### config.mk
export PLATFORM = sky130hd
export DESIGN_NAME = decoder_onehot_scan_flat
export DESIGN_NICKNAME = d
export VERILOG_FILES = /design/src/rtl/decoder_onehot_scan_if.sv /design/src/rtl/decoder_onehot_scan.sv /design/src/flat_wrapper.sv
export SDC_FILE = /design/constraint.sdc
export NUM_CORES = 1
export LEC_CHECK = 0
export ABC_CLOCK_PERIOD_IN_PS = 4500
export CAP_MARGIN = 15
export CORE_ASPECT_RATIO = 0.8
export CORE_MARGIN = 4
export CORE_UTILIZATION = 32
export CTS_CLUSTER_SIZE = 20
export DETAILED_ROUTE_END_ITERATION = 10
export PLACE_DENSITY_LB_ADDON = 0.3
export SYNTH_ARGS = -nofsm -noshare
export SYNTH_HDL_FRONTEND = slang
export SYNTH_SLANG_ARGS = --single-unit
export TNS_END_PERCENT = 1
### constraint.sdc
create_clock -name clk -period 4.5 [get_ports clk]
set_input_delay 0.9 -clock clk [delete_from_list [all_inputs] [get_ports clk]]
set_output_delay 0.9 -clock clk [all_outputs]
set_load 0.02 [all_outputs]
### src/rtl/decoder_onehot_scan_if.sv
// Select-bus bundle for decoder_onehot_scan: control/address in, registered selects out.
interface decoder_onehot_scan_if #(
    parameter int unsigned AW = 3
);
    logic              en;
    logic              mode;
    logic [AW-1:0]     a;
    logic [2**AW-1:0]  y;
    logic [AW-1:0]     idx;
    logic              wrap;

    modport master (
        output en,
        output mode,
        output a,
        input  y,
        input  idx,
        input  wrap
    );

    modport slave (
        input  en,
        input  mode,
        input  a,
        output y,
        output idx,
        output wrap
    );
endinterface

### src/rtl/decoder_onehot_scan.sv
// Registered N-to-2^N one-hot decoder: direct address decode, or a prescaled scan
// that steps the select through LIMIT slots holding each for DIV clocks.
module decoder_onehot_scan #(
    parameter int unsigned AW    = 3,
    parameter int unsigned DIV   = 4,
    parameter int unsigned LIMIT = 2**AW
) (
    input logic                  clk,
    input logic                  rst,
    decoder_onehot_scan_if.slave bus
);
    localparam int unsigned NY = 2**AW;
    localparam int unsigned CW = (DIV > 1) ? $clog2(DIV) : 1;
    localparam logic [CW-1:0] CntMax = CW'(DIV - 1);
    localparam logic [AW-1:0] IdxMax = AW'(LIMIT - 1);

    typedef enum logic [1:0] {StIdle, StDirect, StScan} state_e;

    state_e          state_q, state_d;
    logic [CW-1:0]   cnt_q;
    logic [NY-1:0]   y_q;
    logic [AW-1:0]   idx_q;
    logic            wrap_q;

    function automatic logic [NY-1:0] onehot(input logic [AW-1:0] i);
        logic [NY-1:0] v;
        v    = '0;
        v[i] = 1'b1;
        return v;
    endfunction

    always_comb begin
        state_d = StIdle;
        if (bus.en) begin
            state_d = bus.mode ? StScan : StDirect;
        end
    end

    // Outputs are registered from the next state, so a mode change shows on the next edge.
    always_ff @(posedge clk or posedge rst) begin
        if (rst) begin
            state_q <= StIdle;
            cnt_q   <= '0;
            y_q     <= '0;
            idx_q   <= '0;
            wrap_q  <= 1'b0;
        end else begin
            state_q <= state_d;
            case (state_d)
                StDirect: begin
                    y_q    <= onehot(bus.a);
                    idx_q  <= bus.a;
                    wrap_q <= 1'b0;
                    cnt_q  <= '0;
                end
                StScan: begin
                    if (state_q != StScan) begin
                        cnt_q  <= '0;
                        idx_q  <= '0;
                        y_q    <= onehot('0);
                        wrap_q <= 1'b0;
                    end else if (cnt_q != CntMax) begin
                        cnt_q  <= cnt_q + 1'b1;
                        wrap_q <= 1'b0;
                    end else begin
                        cnt_q <= '0;
                        if (idx_q == IdxMax) begin
                            idx_q  <= '0;
                            y_q    <= onehot('0);
                            wrap_q <= 1'b1;
                        end else begin
                            idx_q  <= idx_q + 1'b1;
                            y_q    <= onehot(idx_q + 1'b1);
                            wrap_q <= 1'b0;
                        end
                    end
                end
                default: begin
                    // Idle keeps idx and cnt so the last slot stays observable.
                    y_q    <= '0;
                    wrap_q <= 1'b0;
                end
            endcase
        end
    end

    assign bus.y    = y_q;
    assign bus.idx  = idx_q;
    assign bus.wrap = wrap_q;
endmodule

### src/flat_wrapper.sv
// flat-port wrapper written by rule: the top's interface ports become plain ports
module decoder_onehot_scan_flat 
#(
    parameter int unsigned AW    = 3,
    parameter int unsigned DIV   = 4,
    parameter int unsigned LIMIT = 2**AW
)
  (clk, rst, bus_en, bus_mode, bus_a, bus_y, bus_idx, bus_wrap);
  decoder_onehot_scan_if #(.AW(AW)) bus_i ();
  input logic clk;
  input logic rst;
  input wire logic [$bits(bus_i.en)-1:0] bus_en;
  input wire logic [$bits(bus_i.mode)-1:0] bus_mode;
  input wire logic [$bits(bus_i.a)-1:0] bus_a;
  output wire logic [$bits(bus_i.y)-1:0] bus_y;
  output wire logic [$bits(bus_i.idx)-1:0] bus_idx;
  output wire logic [$bits(bus_i.wrap)-1:0] bus_wrap;
  assign bus_i.en = bus_en;
  assign bus_i.mode = bus_mode;
  assign bus_i.a = bus_a;
  assign bus_y = bus_i.y;
  assign bus_idx = bus_i.idx;
  assign bus_wrap = bus_i.wrap;
  decoder_onehot_scan #(.AW(AW), .DIV(DIV), .LIMIT(LIMIT)) u_core (.clk(clk), .rst(rst), .bus(bus_i));
endmodule
==> results of run 1 <==
==> state kept, by name, indices dropped and copies added (netlist names) <==
signal / flops
u_core.bus.idx: 3
u_core.bus.y: 8
u_core.state_q: 2
u_core.bus.wrap: 1
u_core.cnt_q: 2
==> stage by stage <==
stage | cell area (um^2) | hold WS [ns]
floorplan | 883 | 0.457
global placement | 1060 | 0.499
detailed placement | 1060 | 0.493
CTS | 1090 | 0.506
global route | 1090 | 0.519
finish | 1090 | 0.499
==> worst max-delay path by stage <==
| stage | from | endpoint | slack [ns] | depth (start not counted) |
|---|---|---|---|---|
| 2_1_floorplan | bus_en | u_core.bus.y[2] | 2.70 | 4 |
| 3_3_place_gp | bus_en | u_core.bus.y[2] | 1.79 | 4 |
| 3_5_place_dp | bus_en | u_core.bus.y[2] | 1.74 | 4 |
| 4_1_cts | bus_en | u_core.bus.y[2] | 2.04 | 4 |
| 5_1_grt | bus_mode | u_core.bus.y[6] | 1.88 | 4 |
| 6_report | bus_en | u_core.bus.y[2] | 2.01 | 4 |
==> cell usage after synthesis, drive strengths merged <==
library cell  instances  area share, %
clkbuf                1           0.42
a32o                  1            1.1
and2b                 1           0.99
a32oi                 3            3.0
mux2i                 1            1.1
nand4bb               2            2.5
nor3                  1           0.57
nand2                 4            1.7
and3b                 1           0.99
and4b                 2            2.8
mux2                  2            3.0
nand4                 4            2.8
nor3b                 3            2.5
a2bb2oi               1           0.99
ha                    3            4.2
o21ai                 7            4.0
a21oi                 5            2.8
a31oi                 7            5.0
inv                   5            2.1
nand3                 2            1.1
nor2                  2           0.85
nand2b                1           0.71
nor2b                 3            2.1
and3                  1           0.85
dfrtp                16             45
buf                   5            4.5
a22oi                 2            1.7
==> logic make-up (layout without fill, tap and decap cells) <==
group | Yosys count | in the layout
AO/OA/AOI/OAI | 26 | 26
adder cells (fa/ha/maj) | 3 | 3
buffers and inverters | 11 | 26
flip-flops | 16 | 16
multiplexers | 3 | 3
AND/OR/NAND/NOR | 27 | 27
==> metal layers <==
metal / up-vias / global-route usage (%) / routed length [um]
met1: 341 / 16.5 / 1000
met4: 0 / 4.05 / 18
met5: - / 0 / 0
li1: 356 / - / -
met2: 19 / 18.1 / 794
met3: 2 / 5.25 / 149
==> area by class of cell <==
| class | count | area (um^2) |
|---|---|---|
| multi-input cells | 59 | 420 |
| well taps | 36 | 45.0 |
| fillers | 277 | 1460 |
| inverters | 5 | 18.8 |
| flip-flops and latches | 16 | 400 |
| clock buffers | 3 | 22.5 |
| repair buffers | 18 | 180 |
==> power breakdown <==
| part | switching, mW | total, mW | internal [mW] |
|---|---|---|---|
| sequential | 0.00665 | 0.158 | 0.151 |
| clock | 0.0421 | 0.0732 | 0.0311 |
| combinational | 0.0423 | 0.0739 | 0.0316 |
==> worst max-delay path, delay by kind of cell <==
kind / cells / cell delay (ns)
buf+inv: 1 / 0.86
mux: 1 / 0.32
simple gates: 2 / 0.58
==> reports/results.tsv, run 1 <==
stage	metric	value	unit
run_status	status	completed	
timing	setup repair after global routing missed its margin	no	
timing	setup ws final	2.01	ns
setup_path	required arrival time at the worst endpoint	4.67	ns
timing	count of final hold-check violations	0	
setup_path	Register-to-Register Setup Slack	2.61	ns
setup_path	cell depth of the worst flop-to-flop path	4	
setup_path	startpoint of the most critical register-to-register path	u_core.cnt_q[0]	
power_and_ir_drop	Cell Pwr Density	280	nW/um^2
global_routing	pin count of the biggest net entering global routing	20	
die	standard-cell row count	16	
clocking	worst skew pair latency	0.28	ns
timing	transition time of the tightest slew-check pin	0.663	ns
timing	time the worst path needs with I/O delays and setup	2.49	ns
timing	aggregate negative setup slack	0	ns
yosys	Distinct cells, synth	32	
setup_path	Reg2Reg Capture Point	u_core.bus.y[5]	
die	num ports	19	
placed_design	DP Cell Count	134	
power_and_ir_drop	leakage power	0.452	nW
cells_and_area	final core utilization	42.8	%
cells_and_area	most frequent cells in the layout	18 x clkdlybuf4s50_1, 16 x dfrtp_1, 7 x a31oi_1	
clocking	Clock Sinks	16	
cells_and_area	most common cell after layout, fill and taps aside	clkdlybuf4s50_1	
timing	Slew HR	55.5	%
yosys	Synthesized Nets	96	
run	max-cap violation count	0	
drt	average wire per cell in the routed design	14.3	um
placed_design	pre-CTS worst setup slack	1.74	ns
die	chip height	55.0	um
clocking	root buf cell	clkbuf_4	
yosys	mux cell area share after synthesis	4.11	%
die	effective utilization at floorplan	34.7	%
power_and_ir_drop	Overall Power	305	uW
setup_path	sort of element at the end of the critical path	register	
setup_path	series of cell instances along the critical path	clkdlybuf4s50_1 > and4b_4 > nand2b_1 > mux2_4	
yosys	syn avg cell area	10.3	um^2
drt	Antenna Violating Nets Remaining	0	
yosys	fraction of the yosys area taken by sequential cells	45.3	%
global_routing	antenna violations before repair	0	
drt	routed wire length	1960	um
yosys	area of the mapped netlist	883	um^2
min_path	class of the worst hold path	register to register	
yosys	post-synthesis share of cell area spent on and, or, nand and nor gates	20.7	%
placed_design	count of port buffers added during placement	18	
yosys	number of warnings printed during yosys synthesis	0	
cells_and_area	n_diodes	0	
placed_design	final weighted congestion in routability-driven placement	0.807	
clocking	hold_buf cts	0	
setup_path	type of element launching the critical path	input port	
die	horizontal extent of the die	66.7	um
setup_path	Slowest Stage Delay on Critical Path	0.86	ns
cells_and_area	Finished Layout Cells	137	
drt	vias per inst	5.24	
die	area of the core	2540	um^2
drt	drt first pass iters	4	
yosys	fraction of the mapped netlist area in compound gates	18.6	%
placed_design	Detail Placement HPWL	1430	um
clocking	count of cells resized by post-cts repair	0	
min_path	worst hold path cell count	1	
setup_path	critical path start-end classification	input port to register	
global_routing	final global-route overflow total	0	
timing	Final Slew Violations	0	
drt	count of unresolved DRC violations after routing	0	
cells_and_area	layout-stage area growth over the synthesis result	23.1	%
yosys	combinational family with the most area after synthesis	simple AND/OR/NAND/NOR gates	
min_path	hold path endpoint	u_core.cnt_q[0]	
yosys	synthesis-stage register bit count	16	
timing	Peak Freq	402	MHz
clocking	Clock Pin Slew Worst Setup and Hold Paths	0.09	ns
cells_and_area	layout cells sized above 1	8.91	%
clocking	Post-CTS Repair Setup Buffers	0	
clocking	Max clock buf depth	2	
yosys	gate count of the mapped netlist	86	
min_path	HP Start	u_core.cnt_q[0]	
setup_path	data arrival time of the critical path	2.66	ns
clocking	TritonCTS clock tree	yes	
global_routing	wire length of the first global-routing pass	3290	um
yosys	xor and xnor area share after synthesis	0	%
drt	DRT iter0 DRCs	72	
global_routing	global-route total usage across every layer	12.4	%
setup_path	Max stage delay cell, worst path	clkdlybuf4s50_1	
timing	clock skew	0.00518	ns
cells_and_area	net total in the final layout	113	
power_and_ir_drop	worst ir drop on vdd	172	uV
global_routing	via count of the first global-routing pass	684	
die	area of the die	3670	um^2
timing	ratio of final minimum period to clock period	55.2	%
clocking	Max H-tree Level	1	
drt	via total after detailed routing	718	
yosys	area share of fa/ha/maj cells after synthesis	4.25	%
setup_path	crit path max fanout	19	
clocking	clock buffers created by TritonCTS	3	
timing	final setup violation count	0	
No activity file was read; power rests on OpenSTA's default activity.
==> inputs of run 2 (changes only) <==
Settings changed: ABC_CLOCK_PERIOD_IN_PS 4500 to 2340.
Clock period 4.5 ns to 2.34 ns, I/O delays scaled along.
==> reports/results.tsv, run 2 (same netlist as run 1, synthesis figures left out) <==
stage	metric	value	unit
run_status	status	completed	
global_routing	global-route total usage across every layer	11.9	%
global_routing	final global-route overflow total	0	
setup_path	critical path start-end classification	register to output port	
timing	clock skew	0.00366	ns
cells_and_area	most frequent cells in the layout	18 x clkdlybuf4s50_1, 16 x dfrtp_1, 7 x a31oi_1	
cells_and_area	layout-stage area growth over the synthesis result	25.6	%
clocking	worst skew pair latency	0.29	ns
clocking	Max H-tree Level	1	
die	area of the die	3670	um^2
cells_and_area	most common cell after layout, fill and taps aside	clkdlybuf4s50_1	
timing	transition time of the tightest slew-check pin	0.603	ns
placed_design	count of port buffers added during placement	18	
drt	vias per inst	5.17	
setup_path	Slowest Stage Delay on Critical Path	0.65	ns
cells_and_area	layout cells sized above 1	11.5	%
timing	final setup violation count	0	
clocking	clock buffers created by TritonCTS	3	
drt	Antenna Violating Nets Remaining	0	
power_and_ir_drop	switching power	179	uW
drt	routed wire length	1960	um
power_and_ir_drop	combinational group share of total power	24.5	%
die	area of the core	2540	um^2
die	chip height	55.0	um
drt	drt first pass iters	4	
die	num ports	19	
cells_and_area	n_diodes	0	
clocking	hold_buf cts	0	
setup_path	required arrival time at the worst endpoint	1.87	ns
timing	time the worst path needs with I/O delays and setup	1.88	ns
clocking	count of cells resized by post-cts repair	0	
timing	ratio of final minimum period to clock period	80.4	%
power_and_ir_drop	switch share	30.2	%
clocking	root buf cell	clkbuf_4	
cells_and_area	max reg flops	8	
setup_path	type of element launching the critical path	register	
timing	Slew HR	59.7	%
cells_and_area	net total in the final layout	116	
drt	average wire per cell in the routed design	14.0	um
global_routing	antenna violations before repair	0	
setup_path	sort of element at the end of the critical path	output port	
power_and_ir_drop	part of the total power dissipated in the clock network	24.4	%
setup_path	number of buffers and inverters on the critical path	1	
setup_path	series of cell instances along the critical path	clkdlybuf4s50_1	
die	effective utilization at floorplan	34.7	%
clocking	Max clock buf depth	2	
global_routing	pin count of the biggest net entering global routing	19	
setup_path	family with the most delay on the worst path	buffers and inverters	
power_and_ir_drop	Cell Pwr Density	534	nW/um^2
cells_and_area	area of combinational cells with multiple inputs	420	um^2
power_and_ir_drop	Sequential Power Share	51.1	%
clocking	Clock Pin Slew Worst Setup and Hold Paths	0.09	ns
min_path	class of the worst hold path	register to register	
timing	setup repair after global routing missed its margin	no	
setup_path	Max stage delay cell, worst path	clkdlybuf4s50_1	
timing	aggregate negative setup slack	0	ns
die	horizontal extent of the die	66.7	um
power_and_ir_drop	worst ir drop on vdd	274	uV
power_and_ir_drop	Power Internal	414	uW
die	standard-cell row count	16	
timing	count of final hold-check violations	0	
run	max-cap violation count	0	
cells_and_area	Sequential cell area	400	um^2
global_routing	via count of the first global-routing pass	664	
cells_and_area	fill count	251	
setup_path	crit path max fanout	8	
timing	worst hold slack	0.487	ns
drt	DRT iter0 DRCs	60	
placed_design	Detail Placement HPWL	1420	um
timing	Peak Freq	532	MHz
global_routing	wire length of the first global-routing pass	3270	um
drt	count of unresolved DRC violations after routing	0	
setup_path	data arrival time of the critical path	1.41	ns
clocking	Post-CTS Repair Setup Buffers	0	
timing	Final Slew Violations	0	
clocking	Clock Sinks	16	
placed_design	final weighted congestion in routability-driven placement	0.874	
drt	via total after detailed routing	724	
clocking	TritonCTS clock tree	yes	
power_and_ir_drop	leakage power	0.467	nW
run 2: power groups by stage:
stage,combinational (mW),sequential (mW),clock [mW]
6_report,0.145,0.303,0.145
3_5_place_dp,0.146,0.309,0
4_1_cts,0.146,0.304,0.152
5_1_grt,0.158,0.305,0.164
2_1_floorplan,0.0783,0.320,0
3_3_place_gp,0.143,0.308,0
run 2: final timing paths:
check                                  start           endpoint  slack, ns  cells past startpoint
max                        u_core.bus.idx[0]         bus_idx[0]       0.46                      1
min                          u_core.cnt_q[0]    u_core.cnt_q[0]       0.49                      1
max reg2reg                u_core.bus.idx[0]    u_core.bus.y[2]       0.53                      5
min reg2reg                  u_core.cnt_q[0]    u_core.cnt_q[0]       0.49                      1
max in group asynchronous                rst  u_core.state_q[1]       1.40                      2
min in group asynchronous                rst    u_core.bus.wrap       0.55                      2
run 2: layer usage:
layer	GRT usage, %	wire, um
met4	3.04	14
met5	0	0
met1	18.0	1080
met2	15.6	749
met3	4.24	109
run 2: metrics by stage:
stage	setup slack [ns]	area [um^2]	std cells	total power [mW]	util, %
after detailed placement	0.344	1090	137	0.455	42.8
after floorplan	0.548	883	86	0.399	-
after global routing	0.410	1110	140	0.627	43.7
after global placement	0.396	1090	137	0.451	42.8
final	0.459	1110	140	0.593	43.7
after CTS	0.444	1110	140	0.601	43.7
run 2: area by class of cell:
cell class                      count  area share [%]
Multi-Input combinational cell     59            37.9
Clock buffer                        3            2.03
Timing Repair Buffer               21            18.3
Sequential cell                    16            36.1
Inverter                            5            1.69
Tap cell                           36            4.06
